==> src/rtl/pair_triple_seq_ctrl.sv <==
`default_nettype none
// pair_triple_seq_ctrl -- collects three debounced die entries, runs the detector
// start/done handshake and holds the verdict for display.  Rev 1.0
module pair_triple_seq_ctrl #(
  parameter int MAX_COUNT   = 10000,
  parameter int DEBOUNCE    = 16,
  parameter int DET_TIMEOUT = 15
) (
  input  logic       clk,
  input  logic       rst_n,
  input  logic       ena,
  input  logic       btn_enter,
  input  logic       btn_clear,
  input  logic [2:0] val_in,
  output logic [2:0] det_a,
  output logic [2:0] det_b,
  output logic [2:0] det_c,
  output logic       det_start,
  input  logic       det_done,
  input  logic       det_pair,
  input  logic       det_triple,
  output logic       res_valid,
  output logic       res_pair,
  output logic       res_triple,
  output logic [1:0] slot_cnt,
  output logic       busy,
  output logic       err
);

  localparam int HW = $clog2(MAX_COUNT + 1);
  localparam int DW = $clog2(DEBOUNCE + 1);
  localparam int TW = $clog2(DET_TIMEOUT + 1);

  typedef enum logic [2:0] {S_IDLE, S_COLLECT, S_START, S_WAIT, S_HOLD} state_t;

  state_t          state, state_nxt;
  logic            enter_s1, enter_s2, clear_s1, clear_s2;
  logic            filt, filt_q;
  logic [DW-1:0]   db_cnt;
  logic [TW-1:0]   tmo_cnt;
  logic [HW-1:0]   hold_cnt;
  logic            enter_evt, val_ok;
  logic            capture, latch_done, latch_tmo, clear_all, hold_done;

  always_ff @(posedge clk or negedge rst_n) begin
    if (!rst_n) begin
      enter_s1 <= 1'b0;
      enter_s2 <= 1'b0;
      clear_s1 <= 1'b0;
      clear_s2 <= 1'b0;
    end else begin
      enter_s1 <= btn_enter;
      enter_s2 <= enter_s1;
      clear_s1 <= btn_clear;
      clear_s2 <= clear_s1;
    end
  end

  // Level filter: the synchronized level must disagree with filt for DEBOUNCE cycles in a row.
  always_ff @(posedge clk or negedge rst_n) begin
    if (!rst_n) begin
      filt   <= 1'b0;
      filt_q <= 1'b0;
      db_cnt <= '0;
    end else if (ena) begin
      filt_q <= filt;
      if (enter_s2 == filt) begin
        db_cnt <= '0;
      end else if (db_cnt == DW'(DEBOUNCE - 1)) begin
        filt   <= enter_s2;
        db_cnt <= '0;
      end else begin
        db_cnt <= db_cnt + DW'(1);
      end
    end
  end

  assign enter_evt = filt & ~filt_q;
  assign val_ok    = (val_in != 3'd0) && (val_in != 3'd7);
  assign busy      = (state == S_START) || (state == S_WAIT) || (state == S_HOLD);

  always_ff @(posedge clk or negedge rst_n) begin
    if (!rst_n) state <= S_IDLE;
    else        state <= state_nxt;
  end

  always_comb begin
    state_nxt  = state;
    capture    = 1'b0;
    latch_done = 1'b0;
    latch_tmo  = 1'b0;
    clear_all  = 1'b0;
    hold_done  = 1'b0;
    det_start  = 1'b0;
    err        = 1'b0;
    if (ena) begin
      if (clear_s2) begin
        clear_all = 1'b1;
        state_nxt = S_IDLE;
      end else begin
        case (state)
          S_IDLE, S_COLLECT: begin
            if (enter_evt) begin
              if (val_ok) begin
                capture   = 1'b1;
                state_nxt = (slot_cnt == 2'd2) ? S_START : S_COLLECT;
              end else begin
                err = 1'b1;
              end
            end
          end
          S_START: begin
            det_start = 1'b1;
            state_nxt = S_WAIT;
          end
          S_WAIT: begin
            // A done on the expiry cycle wins over the timeout.
            if (det_done) begin
              latch_done = 1'b1;
              state_nxt  = S_HOLD;
            end else if (tmo_cnt == TW'(DET_TIMEOUT - 1)) begin
              latch_tmo = 1'b1;
              err       = 1'b1;
              state_nxt = S_HOLD;
            end
          end
          S_HOLD: begin
            if (hold_cnt == HW'(MAX_COUNT - 1)) begin
              hold_done = 1'b1;
              state_nxt = S_IDLE;
            end
          end
          default: state_nxt = S_IDLE;
        endcase
      end
    end
  end

  always_ff @(posedge clk or negedge rst_n) begin
    if (!rst_n) begin
      det_a      <= 3'd0;
      det_b      <= 3'd0;
      det_c      <= 3'd0;
      slot_cnt   <= 2'd0;
      res_valid  <= 1'b0;
      res_pair   <= 1'b0;
      res_triple <= 1'b0;
      tmo_cnt    <= '0;
      hold_cnt   <= '0;
    end else if (ena) begin
      if (clear_all || hold_done) begin
        det_a      <= 3'd0;
        det_b      <= 3'd0;
        det_c      <= 3'd0;
        slot_cnt   <= 2'd0;
        res_valid  <= 1'b0;
        res_pair   <= 1'b0;
        res_triple <= 1'b0;
      end else if (capture) begin
        case (slot_cnt)
          2'd0:    det_a <= val_in;
          2'd1:    det_b <= val_in;
          default: det_c <= val_in;
        endcase
        slot_cnt <= slot_cnt + 2'd1;
      end else if (latch_done) begin
        res_valid  <= 1'b1;
        res_triple <= det_triple;
        res_pair   <= det_pair & ~det_triple;
      end else if (latch_tmo) begin
        res_valid  <= 1'b1;
        res_triple <= 1'b0;
        res_pair   <= 1'b0;
      end
      tmo_cnt  <= (state == S_WAIT && state_nxt == S_WAIT) ? tmo_cnt + TW'(1) : '0;
      hold_cnt <= (state == S_HOLD && state_nxt == S_HOLD) ? hold_cnt + HW'(1) : '0;
    end
  end

endmodule
`default_nettype wire

==> config.mk <==
export PLATFORM = sky130hd
export DESIGN_NAME = pair_triple_seq_ctrl
export DESIGN_NICKNAME = d
export VERILOG_FILES = /design/src/rtl/pair_triple_seq_ctrl.sv
export SDC_FILE = /design/constraint.sdc
export NUM_CORES = 1
export LEC_CHECK = 0
export BUFFER_PORTS_ARGS = -buffer_cell sky130_fd_sc_hd__buf_2
export CORE_UTILIZATION = 40
export DETAILED_ROUTE_END_ITERATION = 6
export SKIP_CTS_REPAIR_TIMING = 1
export SYNTH_ARGS = -nofsm -noshare
export SYNTH_HDL_FRONTEND = slang
export SYNTH_SLANG_ARGS = --single-unit
==> constraint.sdc <==
create_clock -name clk -period 3.1 [get_ports clk]
set_clock_uncertainty 0.2 [all_clocks]
set_input_delay 0.31 -clock clk [delete_from_list [all_inputs] [get_ports clk]]
set_output_delay 0.31 -clock clk [all_outputs]
set_load 0.05 [all_outputs]
# After elaboration in Yosys (flattened, before gate mapping)
# Cells that the tools add are included.
# W data, S select, Z words.
# word_totals
register_bits	46
inputBits	11
output_inout_bits	17
elab_cells	125
# classes
reduce_logical	21
add_sub_neg	4
bitwise_logic	5
muxes	63
n_eq_ne	15
# op_table
cell	n
$mux W3	16
$mux W1	38
$reduce_and A3 Y1	5
$add A14 B1 Y14 const B	1
$eq A14 B14 Y1 const B	1
$mux W14	1
$pmux W3 S4	1
$mux W5	2
$eq A3 B2 Y1 const B	3
$eq A3 B3 Y1 const B	2
$mux W2	3
$reduce_bool A2 Y1	3
$reduce_bool A3 Y1	2
$add A5 B1 Y5 const B	1
$eq A5 B4 Y1 const B	1
$add A4 B1 Y4 const B	1
$eq A4 B4 Y1 const B	1
$mux W4	1
$ne A2 B1 Y1 const B	2
$reduce_or A2 Y1	2
$eq A3 B1 Y1 const B	1
$logic_and A1 B1 Y1	3
$logic_not A3 Y1	1
$logic_or A1 B1 Y1	3
10 further kinds	13

# Longest topological paths before layout
# logic_depth
ltp_word	10
mapped_depth	7

# Worst setup path after synthesis
# No wires, ideal clock.
# synth_timing
path_type	reg-to-reg
startpoint	reg slot_cnt[0]
endpoint	reg tmo_cnt[3]
setup_ns	0.124
path_buffers	0
arrival_ns	1.835
stages_incl_launch_ff	8
slack_ns	0.941
path_cell_list	dfrtp_1 inv_1 ha_1 and3b_1 and4_4 o21ai_4 nor3_1 a211o_1
# synth_between
elab_chain_len	10
# synth_lines
element	line	rtl
start, declared	25	output logic [1:0] slot_cnt,
start signal, assigned	165	slot_cnt <= slot_cnt + 2'd1;
$eq A2 B2 Y1	106	state_nxt = (slot_cnt == 2'd2) ? S_START : S_COLLECT;
$mux W2	106	
$mux W3	104	if (val_ok) begin
$mux W3	103	if (enter_evt) begin
$pmux W3 S4	101	case (state)
$mux W3	97	if (clear_s2) begin
$mux W3	96	if (ena) begin
$eq A3 B2 Y1	175	tmo_cnt <= (state == S_WAIT && state_nxt == S_WAIT) ? tmo_cnt + TW'(1) : '0;
$logic_and A1 B1 Y1	175	
$mux W4	175	
end signal, assigned	175	
end, declared	40	logic [TW-1:0] tmo_cnt;
# No other way between the ends.
# A chain may end at the register's enable or synchronous reset.

# Final worst setup path
# layout_timing
startpoint	reg state[1]
endpoint	out err
# layout_between
elab_chain_len	5
elab_cells_between_ends	7
classes_between	eq/ne: 2; mux: 3; reduce/logical: 2
# layout_lines
element	line	rtl
start, declared	36	state_t state, state_nxt;
start signal, assigned	84	else state <= state_nxt;
$eq A3 B1 Y1 or $logic_not A3 Y1 (tied branches)	101	
$reduce_or A2 Y1	101	
$pmux W1 S2 (*)	101	
$mux W1 (*)	97	
$mux W1 (*)	96	
end, declared	27	output logic err
# Every way passes the cells marked *; elsewhere a longest branch is shown, timed or not.

==> impl_metrics.yaml <==
floorplan:
  rows: 27
  fp.dieH_um: 78.1
  initial_core_util_pct: 41.8
  fp.coreArea_um2: 5540
  die-area_um2: 6090
  die_w_um: 78.1
  num_io_pins: 28
setup_path:
  rr_endpoint: "res_pair"
  cp.arrival_ns: 1.78
  startpoint: "state[1]"
  path_class: "flip-flop to output port"
  cp.required_ns: 2.59
  worstSetupEndpointType: "output port"
  crit_fanout: 8
  reg2reg_from: "hold_cnt[0]"
  crit_path_start_kind: "flip-flop"
  r2r_slack_ns: 0.92
  ff2ff_path_depth: 6
cts:
  cts_buffers: 5
  cts_buffer_depth: 2
  tritoncts: "yes"
  root_buffer: "clkbuf_8"
  clk_pin_slew_worst_paths_ns: 0.09
  clock_latency_ns: 0.30
  htree_levels: 2
  clkSinkCount: 46
logic_synthesis:
  synthArstFlopShare_pct: 100
  synthDistinctLibCells: 50
  synth_top_area_cell: "dfrtp_1"
  synth.cells.most_frequent: "46 x dfrtp_1, 33 x nand2_1, 26 x nor2_1, 15 x nand3_1"
  synth_area_um2: 2310
  avgSynthCellArea_um2: 9.89
  synth_area_leaders: "dfrtp_1 50%, nand2_1 5.4%, nor2_1 4.2%, ha_1 3.8%, nand3_1 3.2%"
  syn_nets: 252
  synthFlopType: "dfrtp_1"
  yosysMostFrequentCell: "dfrtp_1"
  yosys_warnings: 0
  syn_inst: 234
  ys_ff_latch: 46
  synth_top_cell_area_share_pct: 49.7
  synth-edff-count: 0
  ys_seq_area_share_pct: 49.7
cells_and_area:
  nFillCells: 537
  design_area_um2: 2610
  syn_to_final_growth_pct: 12.8
  drive_above_1_share_pct: 17.0
  nets: 281
  fin_cells: 336
  fin_util_pct: 47.1
  n_antenna_cell: 0
placed_design:
  hpwl_mm: 3.02
  gp_congestion: 0.804
  place_area_um2: 2500
  io_buffers: 27
  pre_cts_ws_ns: 0.895
  dp_cells: 326
detailed_routing:
  drtPass1Iterations: 4
  postRouteAntennaNets: 0
  wirelength_mm: 4.29
  vias_per_cell: 5.24
  wl_per_cell_um: 12.8
  drc: 0
  drt_iter0_markers: 98
  vias: 1759
pwr:
  powerDensity_nw_per_um2: 395
  leakage_nw: 1.23
  ir_drop_mv: 0.222
sta:
  setup_violations: 0
  fin_crit_sh_pct: 73.8
  worst_slack_ns: 0.813
  maxSlewViolCount: 0
  hold_viol_final: 43
  slew_headroom_pct: 33.0
  fmax_mhz: 437
  period_needed_ns: 2.29
  timing.hold.ws_ns: -0.0224
  worstMarginPinSlew_ns: 1.00
  rsz0062_at_grt: "false"
  fin_setup_tns_ns: 0
status:
  violations: "negative hold slack"
  outcome: "finished, violations left"
min_path:
  hp-class: "primary input to asynchronous set/reset pin"
grt:
  overflow: 0
  antenna_found_initial: 0
  grt_pass1_vias: 1715
  grt_max_degree: 47
  grtUsageTotal_pct: 16.0
  grt_pass1_wl_mm: 7.65
job:
  cap_violations: 0
==> worst max path at each step <==
stage          cells after the start    endpoint
2_1_floorplan                      7  tmo_cnt[3]
3_3_place_gp                       6  res_triple
3_5_place_dp                       6  res_triple
4_1_cts                            5         err
5_1_grt                            6    res_pair
6_report                           5         err
==> critical path, stage by stage (launching register included) <==
cell and delay [ns]:
dfrtp_1 0.50, nor2b_1 0.23, and2_1 0.23, a32oi_1 0.12, nor2_1 0.13, buf_2 0.28
==> flip-flops by register name, summed over array words and instances (netlist names) <==
signal,flops
db_cnt,5
clear_s1,1
res_valid,1
tmo_cnt,4
enter_s1,1
clear_s2,1
hold_cnt,14
det_c,3
filt_q,1
res_triple,1
det_a,3
det_b,3
filt,1
slot_cnt,2
state,3
res_pair,1
enter_s2,1
==> cell type report <==
type	instances	area [um^2]	share of cell area, %
Clock buffer	5	68.8	2.64
Timing Repair Buffer	29	155	5.94
Tap cell	72	90.1	3.45
Inverter	9	33.8	1.29
Sequential cell	46	1150	44.1
Clock inverter	3	21.3	0.815
Multi-Input combinational cell	172	1090	41.8
==> stage by stage <==
| stage | power (mW) | hold slack [ns] |
|---|---|---|
| 2_1_floorplan | 0.652 | -0.186 |
| 3_3_place_gp | 0.678 | 0.133 |
| 3_5_place_dp | 0.679 | 0.142 |
| 4_1_cts | 1.05 | -0.101 |
| 5_1_grt | 1.09 | 0.0413 |
| 6_report | 1.03 | -0.0224 |
==> cells in the final DEF, fill, tap and decap left out, types with 2 or more instances in the layout <==
cell           count
nor2b_1            3
inv_1              9
nand3_1           15
ha_1               7
mux2i_1            6
mux2_2             2
xnor2_1            4
and3_1             4
clkbuf_8           5
o2bb2ai_1          3
o21ai_0            9
a21oi_1            9
dlygate4sd3_1      2
nand2_1           33
nand2b_1           2
a211o_1            2
buf_2             27
dfrtp_1           46
xor2_1             8
nor2_1            26
nand4_1            5
or3_1              3
nor3_1             5
==> cell families after synthesis <==
| logic type | count (synthesis) | share of synthesized area (%) |
|---|---|---|
| simple gates | 109 | 23.9 |
| fa+ha+maj | 7 | 3.78 |
| flops | 46 | 49.7 |
| buf+inv | 16 | 3.19 |
| compound gates | 36 | 11.3 |
| mux | 8 | 3.57 |
| xor+xnor | 12 | 4.54 |
==> per-layer routing <==
layer  vias to the layer above  part of all wire, %  track usage (%)
met2                        26                   47             26.3
met5                         -                    0                0
li1                        874                    -                -
met4                         0                  1.6             6.67
met3                         6                  3.2             3.49
met1                       853                   48             20.3
==> power breakdown <==
| part | internal (mW) | switching, mW |
|---|---|---|
| registers | 0.607 | 0.00622 |
| clock network | 0.158 | 0.205 |
| logic | 0.0172 | 0.0373 |
| total | 0.782 | 0.249 |
No activity file was read; power rests on OpenSTA's default activity.
